### config.mk
export PLATFORM = sky130hd
export DESIGN_NAME = conv1_maxpool
export DESIGN_NICKNAME = d
export VERILOG_FILES = /design/src/rtl/conv1_maxpool.sv
export SDC_FILE = /design/constraint.sdc
export NUM_CORES = 1
export LEC_CHECK = 0
export CAP_MARGIN = 10
export CORE_AREA = 2 2 89 91
export DETAILED_ROUTE_END_ITERATION = 7
export DIE_AREA = 0 0 91 93
export PLACE_DENSITY = 0.81
export SKIP_CTS_REPAIR_TIMING = 1
export SLEW_MARGIN = 30
export SYNTH_ARGS = -nofsm -noshare
export SYNTH_HDL_FRONTEND = slang
export SYNTH_SLANG_ARGS = --single-unit
### constraint.sdc
create_clock -name clk -period 4.3 [get_ports clk]
set_input_delay 0.86 -clock clk [delete_from_list [all_inputs] [get_ports clk]]
set_output_delay 0.86 -clock clk [all_outputs]
set_load 0.1 [all_outputs]
### src/rtl/conv1_maxpool.sv
// Purpose : 1-D max-pool (window = stride = POOL) over a LEN-sample conv1 output frame, one channel.
// Latency : pooled sample is registered 1 cycle after the window's last ivalid; frame_done on the same edge as the frame's last ivalid.
// Backpressure: none; the upstream stream is push-only, and each ivalid in RUN is consumed the cycle it arrives.
//
// Ports:
//   clk        system clock, rising-edge
//   rst        asynchronous reset, active low
//   start      arms a new frame (sampled in IDLE only)
//   idata      signed 16-bit conv1 sample, qualified by ivalid
//   ivalid     one-cycle strobe per input sample; gaps allowed
//   odata      signed pooled maximum, holds between pulses
//   ovalid     one-cycle pulse per completed window
//   busy       high while a frame is being consumed (RUN)
//   frame_done one-cycle pulse at end of frame (DONE)

module conv1_maxpool #(
    parameter int LEN  = 128,
    parameter int POOL = 2,
    parameter int CW   = $clog2(LEN + 1)
) (
    input  logic               clk,
    input  logic               rst,
    input  logic               start,
    input  logic signed [15:0] idata,
    input  logic               ivalid,
    output logic signed [15:0] odata,
    output logic               ovalid,
    output logic               busy,
    output logic               frame_done
);

    typedef enum logic [1:0] {
        S_IDLE = 2'd0,
        S_RUN  = 2'd1,
        S_DONE = 2'd2
    } state_t;

    localparam logic [CW-1:0] LAST_IN  = CW'(LEN - 1);
    localparam logic [CW-1:0] LAST_WIN = CW'(POOL - 1);

    state_t             r_state;
    state_t             w_state_nxt;

    logic [CW-1:0]      r_in_cnt;
    logic [CW-1:0]      r_win_cnt;
    logic signed [15:0] r_max;
    logic signed [15:0] r_odata;
    logic               r_ovalid;
    logic               r_frame_done;

    logic               w_sample;
    logic               w_win_first;
    logic               w_win_last;
    logic               w_frame_last;
    logic signed [15:0] w_max;

    // Only samples that arrive while running count toward window/frame alignment.
    assign w_sample     = (r_state == S_RUN) && ivalid;
    assign w_win_first  = (r_win_cnt == '0);
    assign w_win_last   = (r_win_cnt == LAST_WIN);
    assign w_frame_last = (r_in_cnt == LAST_IN);

    // Running maximum including the current sample. The first sample of a
    // window seeds the max so nothing leaks across window boundaries.
    // Strict '>' keeps the stored value on ties.
    always_comb begin
        w_max = r_max;
        if (w_win_first) begin
            w_max = idata;
        end else if (idata > r_max) begin
            w_max = idata;
        end
    end

    // ---------------- FSM ----------------
    always_ff @(posedge clk or negedge rst) begin
        if (!rst) begin
            r_state <= S_IDLE;
        end else begin
            r_state <= w_state_nxt;
        end
    end

    always_comb begin
        w_state_nxt = r_state;
        unique case (r_state)
            S_IDLE: begin
                if (start) begin
                    w_state_nxt = S_RUN;
                end
            end
            S_RUN: begin
                if (w_sample && w_frame_last) begin
                    w_state_nxt = S_DONE;
                end
            end
            S_DONE: begin
                w_state_nxt = S_IDLE;
            end
            default: begin
                w_state_nxt = S_IDLE;
            end
        endcase
    end

    // ---------------- datapath ----------------
    always_ff @(posedge clk or negedge rst) begin
        if (!rst) begin
            r_in_cnt     <= '0;
            r_win_cnt    <= '0;
            r_max        <= '0;
            r_odata      <= '0;
            r_ovalid     <= 1'b0;
            r_frame_done <= 1'b0;
        end else begin
            // Pulses default low every cycle; odata deliberately holds.
            r_ovalid     <= 1'b0;
            r_frame_done <= 1'b0;

            if ((r_state == S_IDLE) && start) begin
                r_in_cnt  <= '0;
                r_win_cnt <= '0;
                r_max     <= '0;
            end

            if (w_sample) begin
                r_max    <= w_max;
                r_in_cnt <= r_in_cnt + CW'(1);

                if (w_win_last) begin
                    r_win_cnt <= '0;
                    r_odata   <= w_max;
                    r_ovalid  <= 1'b1;
                end else begin
                    r_win_cnt <= r_win_cnt + CW'(1);
                end

                // Raised on the edge that enters DONE, so it is high for
                // exactly the DONE cycle. A trailing partial window simply
                // never reaches w_win_last and produces no ovalid.
                if (w_frame_last) begin
                    r_frame_done <= 1'b1;
                end
            end
        end
    end

    assign odata      = r_odata;
    assign ovalid     = r_ovalid;
    assign frame_done = r_frame_done;
    assign busy       = (r_state == S_RUN);

endmodule

==> flow_summary_export.csv, run 1 <==
group,metric,value,unit
cells_and_area,drive_above_1_share,13.3,%
sta,worst_slew_pin_slew,991,ps
hold_path,hold_path.class,"register to register",
cts,clockRootBuffer,"clkbuf_8",
placement,place_congestion,0.853,
global_route,grt_pass1_wl,16500,µm
cells_and_area,area_delta_synth_final,14.4,%
sta,min_period,3240,ps
power_and_ir_drop,powerDensity,697,nW/µm²
power_and_ir_drop,ir_worst_vdd,0.259,mV
setup_path,start_kind,"input pin",
cells_and_area,final_cell_mix,"54 x nor2_1, 52 x dfrtp_1, 48 x nor4_1, 38 x inv_1, 37 x clkdlybuf4s50_1",
cts,h-tree-depth,2,
die,io_pins,39,
yosys,ys_seq_area_share,35.3,%
detailed_routing,vias,3479,
die,die_area,8460,µm²
cells_and_area,fin_util,56.1,%
setup_path,crit_fanout,16,
yosys,ys_async_sr_fraction,100,%
setup_path,r2r_cells,6,
cells_and_area,fin_cells,546,
detailed_routing,vias_per_cell,6.37,
sta,rsz0062_at_grt,"no",
cells_and_area,nNetsFinal,483,
detailed_routing,drt-initial-drc-count,344,
sta,fin_worst_skew,15.8,ps
global_route,grt.overflow.total,0,
sta,slew-limit-headroom,33.7,%
yosys,syn_area_per_cell,8.85,µm²
yosys,synthFlopType,"dfrtp_1",
placement,dp.cells,538,
detailed_routing,drc_errors,0,
cells_and_area,n_antenna_cell,0,
detailed_routing,avgRoutedWirePerCell,17.9,µm
sta,setup_tns,0,ps
yosys,netlist_instances,417,
setup_path,reg2reg_to,"r_max[15]$_DFFE_PN0P_",
detailed_routing,ant_nets,0,
global_route,groute.usage.overall,23.9,%
sta,period_share,75.3,%
setup_path,r2r-start,"r_max[15]$_DFFE_PN0P_",
hold_path,holdPathStages,1,
cts,cts_buffer_depth,2,
yosys,synth_seq_cells,52,
cts,clock_latency,310,ps
die,fp.coreArea,7530,µm²
cells_and_area,mostFrequentLayoutCell,"nor2_1",
detailed_routing,finalWirelength,9780,µm
power_and_ir_drop,p_leak,1.74,nW
cells_and_area,fillers,668,
placement,port_buffers,38,
cells_and_area,fin_area,4220,µm²
yosys,syn_nets,457,
die,die-height,93,µm
die,die_x,91,µm
hold_path,hp-start,"r_in_cnt[7]$_DFFE_PN0P_",
die,initial_core_util,49.0,%
placement,post-dp-hpwl,6460,µm
cts,path_clk_slew,90,ps
setup_path,cp_data_required_time,4470,ps
setup_path,arrival,3410,ps
hold_path,whs_endpoint,"r_state[1]$_DFFE_PN0P_",
cts,cts_sinks,52,
flow_run,drv_cap,0,
global_route,first_global_vias,3480,
global_route,grt_max_degree,49,
detailed_routing,firstDrtPassIters,5,
global_route,antenna_found_initial,0,
cts,cts_tree,"done",
yosys,synth_edf_count,0,
sta,setup_viol,0,
sta,fmax,309,MHz
cts,cts_buffers,5,
setup_path,crit_type,"input pin to register",
yosys,synth_area,3690,µm²
run_status,status,"complete, no violations",
die,rows,32,
setup_path,r2r_slack,1680,ps
yosys,ys_types,52,
sta,final-hold-violation-count,0,
setup_path,end_kind,"register",
sta,slew_violations,0,
placement,placed_cell_area,4130,µm²
yosys,yosys_warnings,0,
[worst max-delay path, cell delays in order]
cell	delay [ps]
clkdlybuf4s50_1	500
ha_1	360
a311oi_1	580
a31o_2	430
a311o_2	510
o211ai_1	150
[per-layer routing]
layer	GRT usage [%]	vias up	part of all wire [%]
li1	-	1630	-
met1	30.7	1653	41
met2	41.2	177	49
met3	2.66	19	7.6
met4	9.85	0	2.0
met5	0	-	0
[worst max path at each step]
stage	slack (ps)	end	cells past startpoint	from
final	1060	r_max[15]$_DFFE_PN0P_	6	idata[15]
after global routing	920	odata[0]$_DFFE_PN0P_	8	idata[9]
after CTS	1120	r_max[15]$_DFFE_PN0P_	6	idata[15]
after detailed placement	800	r_max[15]$_DFFE_PN0P_	6	idata[15]
after global placement	660	odata[9]$_DFFE_PN0P_	7	idata[7]
after floorplan	1500	r_max[10]$_DFFE_PN0P_	8	idata[6]
[layout make-up]
cell class / count / area (µm²) / share of cell area, %
flip-flops and latches: 52 / 1300 / 30.8
multi-input cells: 294 / 2080 / 49.3
repair buffers: 51 / 473 / 11.2
clock inverters: 1 / 7.51 / 0.178
clock buffers: 7 / 86.3 / 2.04
inverters: 39 / 146 / 3.47
well taps: 102 / 128 / 3.02
[logic make-up (layout without fill, tap and decap cells)]
group                      Yosys count  in the layout  share of synthesized area [%]
adders and majority gates           20             20                           6.78
xor gates and xnor gates             3              3                          0.712
AOI/OAI and AO/OA                   86             86                           18.8
buffers and inverters               71             98                           9.02
muxes                               17             17                           5.15
DFF                                 52             52                           35.3
and+or+nand+nor                    168            168                           24.3
[metrics by stage]
| step | total power [mW] | worst slack [ps] | hold WS, ps |
|---|---|---|---|
| 2_1_floorplan | 2.18 | 1500 | 452 |
| 3_3_place_gp | 2.58 | 656 | 467 |
| 3_5_place_dp | 2.63 | 799 | 482 |
| 4_1_cts | 2.93 | 1120 | 499 |
| 5_1_grt | 3.12 | 923 | 548 |
| 6_report | 2.94 | 1060 | 504 |
[cells in the mapped netlist (2+ instances only)]
library cell | instances | area, µm²
buf_6 | 3 | 33.8
nand2b_1 | 2 | 12.5
nand4_1 | 21 | 131
o21ai_0 | 16 | 80.1
and3_2 | 2 | 15.0
nor4_1 | 48 | 300
nor2_1 | 54 | 203
nor2b_1 | 2 | 12.5
dfrtp_1 | 52 | 1300
buf_2 | 9 | 45.0
xnor2_1 | 2 | 17.5
buf_4 | 2 | 15.0
and3_1 | 4 | 25.0
o31ai_1 | 3 | 22.5
ha_1 | 20 | 250
a31o_2 | 2 | 17.5
a22oi_1 | 16 | 120
inv_1 | 38 | 143
nand2_1 | 13 | 48.8
clkbuf_1 | 14 | 52.6
dlygate4sd1_1 | 3 | 26.3
a21oi_1 | 5 | 25.0
nor3_1 | 4 | 20.0
mux2_2 | 16 | 180
o211ai_2 | 10 | 125
a2111oi_0 | 16 | 140
nand3_1 | 9 | 45.0
o211ai_1 | 7 | 52.6
[registers in the layout (all words and copies together) (netlist names)]
register,cells
r_in_cnt,8
frame_done,1
r_max,16
odata,16
r_win_cnt,8
ovalid,1
r_state,2
[where the power goes]
part / leakage (nW) / switching (mW) / internal (mW)
combinational: 1.06 / 1.28 / 0.522
sequential: 0.637 / 0.172 / 0.676
clock: 0.0445 / 0.165 / 0.131
Power figures use the tool's default switching activity.
==> inputs of run 2 (changes only) <==
PLACE_DENSITY = 0.84   (was 0.81)
clock period = 2.9 ns   (was 4.3 ns; I/O delays follow)
==> run 2 against run 1 <==
First-iteration DRC count rose by 2.0%. Total power rose by 54%. Critical endpoint is now odata[10]$_DFFE_PN0P_. Non-clock buffer count rose by 27. Setup slack got worse by 1000 ps. Clock-buffer cell count fell by 2. Critical path depth rose by 3. Largest cell class unchanged. Critical path type unchanged. Clock power rose by 74%.
==> flow_summary_export.csv, run 2 (synthesized netlist as in run 1, its figures left out) <==
group,metric,value,unit
detailed_routing,avgRoutedWirePerCell,17.9,µm
sta,fmax,353,MHz
cells_and_area,drive_above_1_share,22.5,%
sta,rsz0062_at_grt,"no",
detailed_routing,drc_errors,0,
hold_path,hold_path.class,"input pin to async pin",
die,io_pins,39,
global_route,groute.usage.overall,24.7,%
setup_path,cp_data_required_time,3090,ps
cells_and_area,multi_input_area,2080,µm²
sta,worst_slew_pin_slew,796,ps
detailed_routing,finalWirelength,10200,µm
power_and_ir_drop,powerDensity,1020,nW/µm²
global_route,first_global_vias,3604,
cells_and_area,area_delta_synth_final,20.7,%
setup_path,start_kind,"input pin",
detailed_routing,drt-initial-drc-count,351,
die,rows,32,
sta,final-hold-violation-count,0,
global_route,grt.overflow.total,0,
placement,port_buffers,38,
setup_path,end_kind,"register",
detailed_routing,ant_nets,0,
sta,slew_violations,0,
power_and_ir_drop,p_leak,1.92,nW
die,fp.coreArea,7530,µm²
sta,fin_worst_skew,12.9,ps
die,die-height,93,µm
cells_and_area,seqCellArea,1300,µm²
cells_and_area,fillers,634,
placement,post-dp-hpwl,7010,µm
setup_path,crit_fanout,17,
cts,cts_buffer_depth,2,
global_route,grt_max_degree,50,
setup_path,arrival,3020,ps
flow_run,drv_cap,0,
cts,cts_tree,"done",
cells_and_area,n_antenna_cell,0,
power_and_ir_drop,ir_worst_vdd,0.343,mV
detailed_routing,firstDrtPassIters,5,
cts,path_clk_slew,110,ps
cts,h-tree-depth,2,
die,die_x,91,µm
setup_path,crit_type,"input pin to register",
detailed_routing,vias,3659,
placement,place_congestion,0.865,
run_status,status,"complete, no violations",
sta,min_period,2830,ps
sta,period_share,97.7,%
cells_and_area,nNetsFinal,510,
cts,cts_buffers,5,
die,die_area,8460,µm²
power_and_ir_drop,totalPowerFinal,4.54,mW
cells_and_area,final_cell_mix,"54 x nor2_1, 54 x buf_4, 52 x dfrtp_1, 48 x nor4_1, 38 x inv_1",
cts,clockRootBuffer,"clkbuf_8",
global_route,antenna_found_initial,0,
sta,fin_ws,67.7,ps
sta,slew-limit-headroom,46.9,%
detailed_routing,vias_per_cell,6.39,
cts,clock_latency,320,ps
sta,setup_viol,0,
die,initial_core_util,49.0,%
placement,dp_slack,-175,ps
cts,cts_sinks,52,
global_route,grt_pass1_wl,17100,µm
[run 2: cell count changes in the layout (fill, tap and decap cells not counted), moves of 4 or more]
cell             before  now
clkdlybuf4s50_1      37   18
buf_4                13   54
a2111oi_0            16   12
buf_12                0    5
a2111oi_1             0    4
[run 2: layout make-up]
class	count	area share, %
multi-input cells	294	46.6
flip-flops and latches	52	29.2
repair buffers	78	15.5
inverters	39	3.29
well taps	102	2.87
clock buffers	5	1.54
clock inverters	3	0.955
[run 2: final timing paths]
path | start | endpoint | slack (ps) | cells past startpoint
min in group clk | r_in_cnt[6]$_DFFE_PN0P_ | r_in_cnt[6]$_DFFE_PN0P_ | 510 | 1
max in group asynchronous | rst | r_max[0]$_DFFE_PN0P_ | 2030 | 2
hold / removal | rst | odata[13]$_DFFE_PN0P_ | 290 | 1
hold reg to reg | r_in_cnt[6]$_DFFE_PN0P_ | r_in_cnt[6]$_DFFE_PN0P_ | 510 | 1
setup reg to reg | r_max[7]$_DFFE_PN0P_ | odata[10]$_DFFE_PN0P_ | 380 | 8
setup / recovery | idata[14] | odata[10]$_DFFE_PN0P_ | 70 | 9
[run 2: critical path, cell delays in order]
cell and delay [ps]:
clkdlybuf4s50_1 510, ha_1 350, nand4_1 170, buf_4 180, nor2_1 210, o41ai_4 140
buf_4 230, a2111oi_0 550, nor4_1 100
[run 2: routing by layer]
metal	wire length (µm)	vias to the layer above	GRT usage, %
met5	0	-	0
met4	203	0	8.33
met3	746	23	4.27
met1	4190	1770	31.3
li1	-	1687	-
met2	5090	179	42.8
[run 2: power by group]
group          total [mW]  switching, mW  internal (mW)  leakage, nW
logic                2.76           1.91          0.855         1.23
clock network       0.516          0.260          0.256       0.0541
registers            1.26          0.263           1.00        0.637
[run 2: stage by stage]
stage	instances	instance area, µm²	hold slack (ps)	TNS, ps	util, %
3_3_place_gp	565	4340	471	-1170	57.6
2_1_floorplan	417	3690	284	0	-
6_report	573	4450	294	0	59.2
5_1_grt	573	4450	321	0	59.2
3_5_place_dp	565	4340	483	-3370	57.6
4_1_cts	573	4450	299	0	59.1
